==> config.mk <==
export PLATFORM = sky130hd
export DESIGN_NAME = display_axil_cfg_arbiter
export DESIGN_NICKNAME = d
export VERILOG_FILES = /design/src/rtl/display_axil_cfg_arbiter.sv
export SDC_FILE = /design/constraint.sdc
export NUM_CORES = 1
export LEC_CHECK = 0
export CORE_ASPECT_RATIO = 0.9
export CORE_MARGIN = 1.5
export CORE_UTILIZATION = 46
export CTS_CLUSTER_SIZE = 16
export DETAILED_ROUTE_END_ITERATION = 12
export GPL_ROUTABILITY_DRIVEN = 1
export PLACE_DENSITY = 0.86
export SLEW_MARGIN = 20
export SYNTH_ARGS = -nofsm -noshare
export SYNTH_HDL_FRONTEND = slang
export SYNTH_SLANG_ARGS = --single-unit
==> constraint.sdc <==
create_clock -name i_axi_clk -period 5.1 [get_ports i_axi_clk]
set_input_delay 0.51 -clock i_axi_clk [delete_from_list [all_inputs] [get_ports i_axi_clk]]
set_output_delay 0.51 -clock i_axi_clk [all_outputs]
set_load 0.005 [all_outputs]
==> src/rtl/display_axil_cfg_arbiter.sv <==
// display_axil_cfg_arbiter
//   Shares the AXI4-Lite configuration port of the DSI TX controller between
//   two single-beat requesters (port 0: panel init sequencer, port 1: debug
//   host bridge). Round-robin arbitration, one transaction at a time, with a
//   programmable watchdog that aborts a stalled transaction.
// Ports:
//   i_axi_clk / i_arst        clock, asynchronous active-high reset
//   i_req/i_we/i_addr/i_wdata per-port hold-until-ack request (packed per port)
//   o_ack/o_err/o_rdata       one-cycle completion pulse, error flag, read data
//   o_grant/o_busy/o_state    current owner and FSM state for debug
//   o_axi_* / i_axi_*         AXI4-Lite manager side (AW/W/B and AR/R)
module display_axil_cfg_arbiter #(
  parameter int          ADDR_WIDTH = 7,
  parameter logic [15:0] TIMEOUT    = 16'd1024
) (
  input  logic                    i_axi_clk,
  input  logic                    i_arst,
  input  logic [1:0]              i_req,
  input  logic [1:0]              i_we,
  input  logic [2*ADDR_WIDTH-1:0] i_addr,
  input  logic [63:0]             i_wdata,
  output logic [1:0]              o_ack,
  output logic [1:0]              o_err,
  output logic [31:0]             o_rdata,
  output logic [1:0]              o_grant,
  output logic                    o_busy,
  output logic [2:0]              o_state,
  output logic [ADDR_WIDTH-1:0]   o_axi_awaddr,
  output logic                    o_axi_awvalid,
  input  logic                    i_axi_awready,
  output logic [31:0]             o_axi_wdata,
  output logic                    o_axi_wvalid,
  input  logic                    i_axi_wready,
  input  logic                    i_axi_bvalid,
  input  logic [1:0]              i_axi_bresp,
  output logic                    o_axi_bready,
  output logic [ADDR_WIDTH-1:0]   o_axi_araddr,
  output logic                    o_axi_arvalid,
  input  logic                    i_axi_arready,
  input  logic                    i_axi_rvalid,
  input  logic [1:0]              i_axi_rresp,
  input  logic [31:0]             i_axi_rdata,
  output logic                    o_axi_rready
);

  localparam logic [2:0] S_IDLE    = 3'd0;
  localparam logic [2:0] S_WR_REQ  = 3'd1;
  localparam logic [2:0] S_WR_RESP = 3'd2;
  localparam logic [2:0] S_RD_REQ  = 3'd3;
  localparam logic [2:0] S_RD_DATA = 3'd4;
  localparam logic [2:0] S_DONE    = 3'd5;

  logic [2:0]            state_q,   state_d;
  logic [1:0]            grant_q,   grant_d;
  logic                  r_last_q,  r_last_d;
  logic [15:0]           cnt_q,     cnt_d;
  logic                  err_q,     err_d;
  logic [31:0]           rdata_q,   rdata_d;
  logic [ADDR_WIDTH-1:0] awaddr_q,  awaddr_d;
  logic [ADDR_WIDTH-1:0] araddr_q,  araddr_d;
  logic [31:0]           wdata_q,   wdata_d;
  logic                  awvalid_q, awvalid_d;
  logic                  wvalid_q,  wvalid_d;
  logic                  bready_q,  bready_d;
  logic                  arvalid_q, arvalid_d;
  logic                  rready_q,  rready_d;

  logic sel;
  logic timeout_hit;

  // The watchdog fires on the cycle the incremented count would equal
  // TIMEOUT, so a stalled valid is held for exactly TIMEOUT cycles.
  assign timeout_hit = (TIMEOUT != 16'd0) && ((cnt_q + 16'd1) == TIMEOUT);

  always_comb begin
    state_d   = state_q;
    grant_d   = grant_q;
    r_last_d  = r_last_q;
    cnt_d     = cnt_q;
    err_d     = err_q;
    rdata_d   = rdata_q;
    awaddr_d  = awaddr_q;
    araddr_d  = araddr_q;
    wdata_d   = wdata_q;
    awvalid_d = awvalid_q;
    wvalid_d  = wvalid_q;
    bready_d  = bready_q;
    arvalid_d = arvalid_q;
    rready_d  = rready_q;
    // On a tie the port not served last wins; a lone request wins outright.
    sel = (i_req == 2'b11) ? ~r_last_q : i_req[1];

    case (state_q)
      S_IDLE: begin
        if (i_req != 2'b00) begin
          grant_d  = sel ? 2'b10 : 2'b01;
          r_last_d = sel;
          cnt_d    = 16'd0;
          err_d    = 1'b0;
          if (i_we[sel]) begin
            awaddr_d  = sel ? i_addr[2*ADDR_WIDTH-1:ADDR_WIDTH] : i_addr[ADDR_WIDTH-1:0];
            wdata_d   = sel ? i_wdata[63:32] : i_wdata[31:0];
            awvalid_d = 1'b1;
            wvalid_d  = 1'b1;
            state_d   = S_WR_REQ;
          end else begin
            araddr_d  = sel ? i_addr[2*ADDR_WIDTH-1:ADDR_WIDTH] : i_addr[ADDR_WIDTH-1:0];
            arvalid_d = 1'b1;
            state_d   = S_RD_REQ;
          end
        end
      end
      S_WR_REQ: begin
        // AW and W retire independently; move on once neither is pending.
        awvalid_d = awvalid_q & ~i_axi_awready;
        wvalid_d  = wvalid_q & ~i_axi_wready;
        if (!awvalid_d && !wvalid_d) begin
          bready_d = 1'b1;
          state_d  = S_WR_RESP;
        end
      end
      S_WR_RESP: begin
        if (i_axi_bvalid) begin
          bready_d = 1'b0;
          err_d    = (i_axi_bresp != 2'b00);
          state_d  = S_DONE;
        end
      end
      S_RD_REQ: begin
        if (i_axi_arready) begin
          arvalid_d = 1'b0;
          rready_d  = 1'b1;
          state_d   = S_RD_DATA;
        end
      end
      S_RD_DATA: begin
        if (i_axi_rvalid) begin
          rready_d = 1'b0;
          rdata_d  = i_axi_rdata;
          err_d    = (i_axi_rresp != 2'b00);
          state_d  = S_DONE;
        end
      end
      S_DONE: begin
        grant_d = 2'b00;
        state_d = S_IDLE;
      end
      default: begin
        state_d = S_IDLE;
        grant_d = 2'b00;
      end
    endcase

    // Watchdog for every waiting state; an abort overrides any handshake
    // seen in the same cycle.
    if (state_q inside {S_WR_REQ, S_WR_RESP, S_RD_REQ, S_RD_DATA}) begin
      cnt_d = cnt_q + 16'd1;
      if (timeout_hit) begin
        awvalid_d = 1'b0;
        wvalid_d  = 1'b0;
        bready_d  = 1'b0;
        arvalid_d = 1'b0;
        rready_d  = 1'b0;
        err_d     = 1'b1;
        state_d   = S_DONE;
      end
    end
  end

  always_ff @(posedge i_axi_clk or posedge i_arst) begin
    if (i_arst) begin
      state_q   <= S_IDLE;
      grant_q   <= 2'b00;
      r_last_q  <= 1'b1;
      cnt_q     <= 16'd0;
      err_q     <= 1'b0;
      rdata_q   <= 32'd0;
      awaddr_q  <= '0;
      araddr_q  <= '0;
      wdata_q   <= 32'd0;
      awvalid_q <= 1'b0;
      wvalid_q  <= 1'b0;
      bready_q  <= 1'b0;
      arvalid_q <= 1'b0;
      rready_q  <= 1'b0;
    end else begin
      state_q   <= state_d;
      grant_q   <= grant_d;
      r_last_q  <= r_last_d;
      cnt_q     <= cnt_d;
      err_q     <= err_d;
      rdata_q   <= rdata_d;
      awaddr_q  <= awaddr_d;
      araddr_q  <= araddr_d;
      wdata_q   <= wdata_d;
      awvalid_q <= awvalid_d;
      wvalid_q  <= wvalid_d;
      bready_q  <= bready_d;
      arvalid_q <= arvalid_d;
      rready_q  <= rready_d;
    end
  end

  assign o_ack         = (state_q == S_DONE) ? grant_q : 2'b00;
  assign o_err         = (state_q == S_DONE && err_q) ? grant_q : 2'b00;
  assign o_rdata       = rdata_q;
  assign o_grant       = grant_q;
  assign o_busy        = (state_q != S_IDLE);
  assign o_state       = state_q;
  assign o_axi_awaddr  = awaddr_q;
  assign o_axi_awvalid = awvalid_q;
  assign o_axi_wdata   = wdata_q;
  assign o_axi_wvalid  = wvalid_q;
  assign o_axi_bready  = bready_q;
  assign o_axi_araddr  = araddr_q;
  assign o_axi_arvalid = arvalid_q;
  assign o_axi_rready  = rready_q;

endmodule

Word level (Yosys, flattened, before mapping)
Index checks and enable logic that the tools add are counted.
{"block": "totals", "ff_bits": 106, "inputBits": 125, "output_inout_bits": 93, "elab_cells": 104}
{"block": "classes", "addsub": 1, "order_cmp": 1, "eq_ne": 8, "mux": 54, "bitwise_logic": 7, "reduce_logical": 19}
{"operator": "16-bit 2-to-1 mux", "n": 3}
{"operator": "32-bit 2-to-1 mux", "n": 1}
{"operator": "1-bit 2-to-1 mux", "n": 29}
{"operator": "3-bit 2-to-1 mux", "n": 7}
{"operator": "16-bit by 1-bit adder with 16-bit output, second input constant", "n": 1}
{"operator": "16-bit by 11-bit == test with 1-bit output, second input constant", "n": 1}
{"operator": "3-bit case mux with 5 select lines", "n": 1}
{"operator": "2-bit 2-to-1 mux", "n": 5}
{"operator": "1-bit case mux with 2 select lines", "n": 5}
{"operator": "2-bit nonzero test", "n": 5}
{"operator": "2-bit AND reduction", "n": 4}
{"operator": "7-bit 2-to-1 mux", "n": 1}
{"operator": "3-bit by 2-bit == test with 1-bit output, second input constant", "n": 2}
{"operator": "3-bit == test, second input constant", "n": 2}
{"operator": "3-bit AND reduction", "n": 2}
{"operator": "1-bit inverter", "n": 5}
{"operator": "2-bit case mux with 2 select lines", "n": 1}
{"operator": "4-bit nonzero test", "n": 1}
{"operator": "4-bit OR reduction", "n": 1}
{"operator": "3-bit by 1-bit == test with 1-bit output, second input constant", "n": 1}
{"operator": "3-bit zero test", "n": 1}
{"operator": "1-bit case mux with 3 select lines", "n": 1}
{"operator": "3-bit nonzero test", "n": 1}
{"operator": "1-bit bitwise AND", "n": 2}
{"operator": "other kinds (5)", "n": 7}

Depth between registers and ports, before layout
{"block": "logic_depth", "word_depth": 9, "mapped_depth": 8, "ltp_nobuf": 7}

Worst setup path after synthesis
Ideal clock, no wire load.
{"block": "synth_timing", "path_type": "flip-flop to flip-flop", "startpoint": "register cnt_q[0]", "endpoint": "register state_q[0] (netlist: o_state[0])", "setup_time_ns": 0.139, "arrival_ns": 2.026, "required_time_ns": 4.961, "path_slack_ns": 2.935, "path_stages_with_launch": 8, "n_path_buf": 0, "synth_period_minus_slack_ns": 2.165, "cell_sequence": "dfrtp_1 -> ha_1 -> nand3_1 -> nor2_2 -> a211oi_1 -> a41oi_1 -> nor4_4 -> or4_1"}
{"block": "synth_between", "elab_chain_len": 4}
{"element": "start: declaration", "line_no": "56", "source": "logic [15:0] cnt_q, cnt_d;"}
{"element": "start signal: assignment", "line_no": "190", "source": "cnt_q <= cnt_d;"}
{"element": "16-bit by 1-bit adder with 16-bit output", "line_no": "73", "source": "assign timeout_hit = (TIMEOUT != 16'd0) && ((cnt_q + 16'd1) == TIMEOUT);"}
{"element": "16-bit by 11-bit == test with 1-bit output", "line_no": "73"}
{"element": "3-bit 2-to-1 mux", "line_no": "158", "source": "if (timeout_hit) begin"}
{"element": "3-bit 2-to-1 mux", "line_no": "156", "source": "if (state_q inside {S_WR_REQ, S_WR_RESP, S_RD_REQ, S_RD_DATA}) begin"}
{"element": "net state_d[0]", "line_no": "53", "source": "logic [2:0] state_q, state_d;"}
{"element": "end signal: assignment", "line_no": "187", "source": "state_q <= state_d;"}
{"element": "end: declaration", "line_no": "53"}
The timed path passes the listed nets, and every way through them passes these cells.
A chain may end at the register's enable or synchronous reset.

Final worst setup path
{"block": "layout_timing", "startpoint": "register state_q[2] (netlist: o_state[2])", "endpoint": "register wdata_q[27] (netlist: o_axi_wdata[27])"}
{"block": "layout_between", "elab_chain_len": 2}
{"element": "3-bit zero test", "line_no": "93", "source": "case (state_q)"}
{"element": "3-bit AND reduction (no line)"}
{"element": "end signal: assignment", "line_no": "195", "source": "wdata_q <= wdata_d;"}
{"element": "end: declaration", "line_no": "61", "source": "logic [31:0] wdata_q, wdata_d;"}
No other way between the ends.

==> tab_implementation.tex <==
\begin{tabular}{lr}
\hline
Metric & Value \\
\hline
\multicolumn{2}{l}{\textbf{Global route}} \\
\quad Global-route track usage on met3 & 7.90\% \\
\quad Via count of the first global-routing pass & 4,539 \\
\quad Most crowded layer after global routing & met2 \\
\quad Maximum number of pins on one net before global-route repair & 66 \\
\quad Overflow left after global routing & 0 \\
\quad Antenna violations before repair & 0 \\
\quad GRT met2 Usage & 44.1\% \\
\quad Wire length of the first global-routing pass & 22,100 um \\
\quad Overall fraction of global-route tracks in use & 24.6\% \\
\quad Met1 Usage GRT & 28.3\% \\
\multicolumn{2}{l}{\textbf{Placement}} \\
\quad Port Buf Inserts & 217 \\
\quad Global placement routability congestion & 0.855 \\
\quad Instance count after placement with tap cells included & 799 \\
\quad Post-DP HPWL & 10,700 um \\
\multicolumn{2}{l}{\textbf{STA}} \\
\quad Final period utilization & 53.1\% \\
\quad Setup-failing EPs final & 0 \\
\quad Rel. slew slack & 44.6\% \\
\quad Count of pins over their slew limit & 0 \\
\quad Clock skew after layout & 0.0104 ns \\
\quad Worst slew pin tran & 0.829 ns \\
\quad F\_max & 370 MHz \\
\quad Sum of negative setup slack & 0 ns \\
\quad Unrepaired setup endpoints after global routing & no \\
\quad Post-route minimum period & 2.71 ns \\
\quad Hold Violations, Final & 0 \\
\multicolumn{2}{l}{\textbf{Pwr}} \\
\quad Power density over cell area & 514 mW/mm\^{}2 \\
\quad Leak pwr & 3.20 nW \\
\quad Peak VDD IR & 0.381 mV \\
\multicolumn{2}{l}{\textbf{Worst setup path}} \\
\quad Worst Setup Start Kind & flip-flop \\
\quad Cell type group with the largest total delay on the critical path & simple AND/OR/NAND/NOR gates \\
\quad Worst setup EP type & flip-flop \\
\quad Cell with the largest stage delay on the worst path & nor2\_4 \\
\quad Count of buffering cells on the critical path with inverters included & 2 \\
\quad Biggest cell delay along the critical path & 0.70 ns \\
\quad Worst-path fanout max & 41 \\
\quad Data required time at the worst endpoint & 5.37 ns \\
\quad Endpoint arrival time on the critical path & 2.97 ns \\
\quad Path type of the worst setup path & reg -> reg \\
\quad Cell breakdown of the critical path & nor3\_2, inv\_1, nor2\_4, buf\_4, nor2\_1, a21oi\_1 \\
\multicolumn{2}{l}{\textbf{Layout}} \\
\quad Most common cell after layout, fill and taps aside & clkdlybuf4s50\_1 \\
\quad Layout fillers & 694 \\
\quad Ratio of cells with drive above 1 in the final layout & 9.33\% \\
\quad Area taken by multi-input logic gates & 0.00220 sq mm \\
\quad Signed area change from the synthesized netlist to the final layout & 51.4\% \\
\quad Antenna Diode Count & 0 \\
\quad Reg area & 0.00265 sq mm \\
\quad Top library cells by usage in the layout, fill and taps aside & 217 x clkdlybuf4s50\_1, 105 x dfrtp\_1, 62 x nor2\_1 \\
\quad Non-filler cells in the finished layout & 815 \\
\quad Post-layout net count & 808 \\
\multicolumn{2}{l}{\textbf{Floorplanning}} \\
\quad Initial Utilization & 48.0\% \\
\quad I/O pin cnt & 218 \\
\quad Site Rows & 35 \\
\quad Std-Cell Core Area & 0.0104 sq mm \\
\quad Die X-Extent & 113 um \\
\quad Vert. Die Dim & 102 um \\
\quad Area of the die & 0.0115 sq mm \\
\multicolumn{2}{l}{\textbf{Route}} \\
\quad Final WL & 14,300 um \\
\quad Violation count after the first detailed-route iteration & 231 \\
\quad Post-route ant nets & 0 \\
\quad Vias post-DR & 4,506 \\
\quad Number of detailed-route iterations in the first pass & 5 \\
\quad DRC Markers & 0 \\
\quad Vias/cell & 5.53 \\
\quad Post-detailed-route wirelength per cell & 17.5 um \\
\multicolumn{2}{l}{\textbf{Synth}} \\
\quad Synthesized flop and latch total & 106 \\
\quad Yosys warnings & 0 \\
\quad Most area-hungry cell type in the Yosys netlist & dfrtp\_1 \\
\quad Post-Synthesis Cells & 478 \\
\quad Syn nets & 605 \\
\quad Cell types occupying the most area after synthesis & dfrtp\_1 53\%, mux2i\_1 8.0\%, mux2\_2 7.5\%, a21oi\_1 5.1\%, nor2\_1 4.7\% \\
\quad Mean post-synth cell area & 10.4 sq um \\
\quad Top flip-flop cell by instance count after synthesis & dfrtp\_1 \\
\quad Share of async-settable or async-resettable flops after synthesis & 100\% \\
\quad Area share of the largest cell type after synthesis & 52.8\% \\
\quad Share of the yosys chip area belonging to registers & 53.3\% \\
\quad Mapped Area & 0.00498 sq mm \\
\quad EDFF count, synth & 0 \\
\quad Number of different library cells in the post-synthesis netlist & 52 \\
\multicolumn{2}{l}{\textbf{CTS}} \\
\quad Clock tree from TritonCTS & done \\
\quad Post-CTS resize count & 0 \\
\quad TritonCTS buffer count & 9 \\
\quad Clock H-tree levels & 3 \\
\quad Quantity of hold-fixing buffers added after cts & 0 \\
\quad Clock slew at reported path FFs & 0.07 ns \\
\quad Total setup buffers inserted after CTS & 0 \\
\quad Number of buffers on the longest clock path & 2 \\
\quad Worst skew pair latency & 0.35 ns \\
\quad CTS sink cnt & 106 \\
\quad Buffer type at the clock tree root & clkbuf\_16 \\
\multicolumn{2}{l}{\textbf{Min path}} \\
\quad Tightest Hold Check Type & reg -> reg \\
\multicolumn{2}{l}{\textbf{Flow run}} \\
\quad Max-cap violations & 0 \\
\multicolumn{2}{l}{\textbf{Outcome}} \\
\quad Result of the run & completed \\
\hline
\end{tabular}
==> state kept, by name (all words and copies together) (netlist names) <==
name and count:
o_axi_araddr 7, o_axi_awvalid 1, o_axi_wvalid 1, err_q 1, o_axi_wdata 32, o_axi_awaddr 7
r_last_q 1, o_axi_arvalid 1, o_state 3, o_grant 2, o_axi_rready 1, cnt_q 16
o_rdata 32, o_axi_bready 1
==> cell families after synthesis <==
| family | count (synthesis) | synth area share [%] |
|---|---|---|
| xor gates and xnor gates | 8 | 1.41 |
| and+or+nand+nor | 142 | 13.3 |
| DFF | 106 | 53.3 |
| adders and majority gates | 2 | 0.502 |
| muxes | 73 | 15.5 |
| AOI/OAI and AO/OA | 111 | 13.0 |
| buffers and inverters | 36 | 3.04 |
==> per-layer routing <==
layer	share of wire, %	routed length (um)
met1	39	5550
met2	52	7480
met3	7.0	1010
met4	1.8	257
met5	0	0
==> worst reg2reg max path: cells and delay by family (launching register included) <==
family	cells	cell delay (ns)
DFF	1	0.57
AOI/OAI and AO/OA	1	0.14
buffers and inverters	2	0.73
and+or+nand+nor	3	1.19
==> cell usage after synthesis (5+ instances only) <==
master,n
mux2_2,33
nor3_1,7
buf_1,6
o31ai_1,5
nor2_1,63
a21oi_1,51
nand2_1,35
and3_1,8
clkbuf_1,17
o21ai_0,31
a31oi_1,6
inv_1,7
mux2i_1,40
nand3_1,9
dfrtp_1,105
==> path summary, 6_finish.rpt <==
check | start | endpoint | slack (ns) | cells after the start
hold reg to reg | o_axi_araddr[1] | o_axi_araddr[1] | 0.48 | 2
setup reg to reg | o_state[2] | o_axi_wdata[27] | 2.39 | 6
max in group asynchronous | i_arst | o_axi_wdata[4] | 3.36 | 3
min in group asynchronous | i_arst | o_axi_awaddr[3] | 0.66 | 2
setup / recovery | o_state[2] | o_axi_wdata[27] | 2.39 | 6
hold / removal | o_axi_araddr[1] | o_axi_araddr[1] | 0.48 | 2
==> per-stage QoR <==
step                util (%)  worst slack, ns  hold WS, ns  area (sq um)  total power, mW
floorplan                  -             1.80        0.473          4980             2.17
global placement        69.7             2.32        0.461          7240             3.11
detailed placement      69.7             2.17        0.470          7240             3.19
CTS                     72.6             2.44        0.486          7530             3.89
global route            72.7             2.16        0.525          7540             4.11
finish                  72.7             2.39        0.483          7540             3.87
==> report_power, final <==
group | switching [mW] | total [mW] | leakage [nW] | internal [mW]
sequential | 0.250 | 1.46 | 1.27 | 1.21
combinational | 0.722 | 1.74 | 1.78 | 1.02
clock | 0.311 | 0.676 | 0.148 | 0.365
total | 1.28 | 3.87 | 3.20 | 2.59
==> cell type report <==
cell class	count	share of cell area [%]
clock buffer	11	3.35
clock inverter	5	0.564
inverter	7	0.382
multi-input combinational	336	29.2
sequential	106	35.2
tap	129	2.14
timing repair buffer	221	29.2
(Power assumes the default switching activity.)
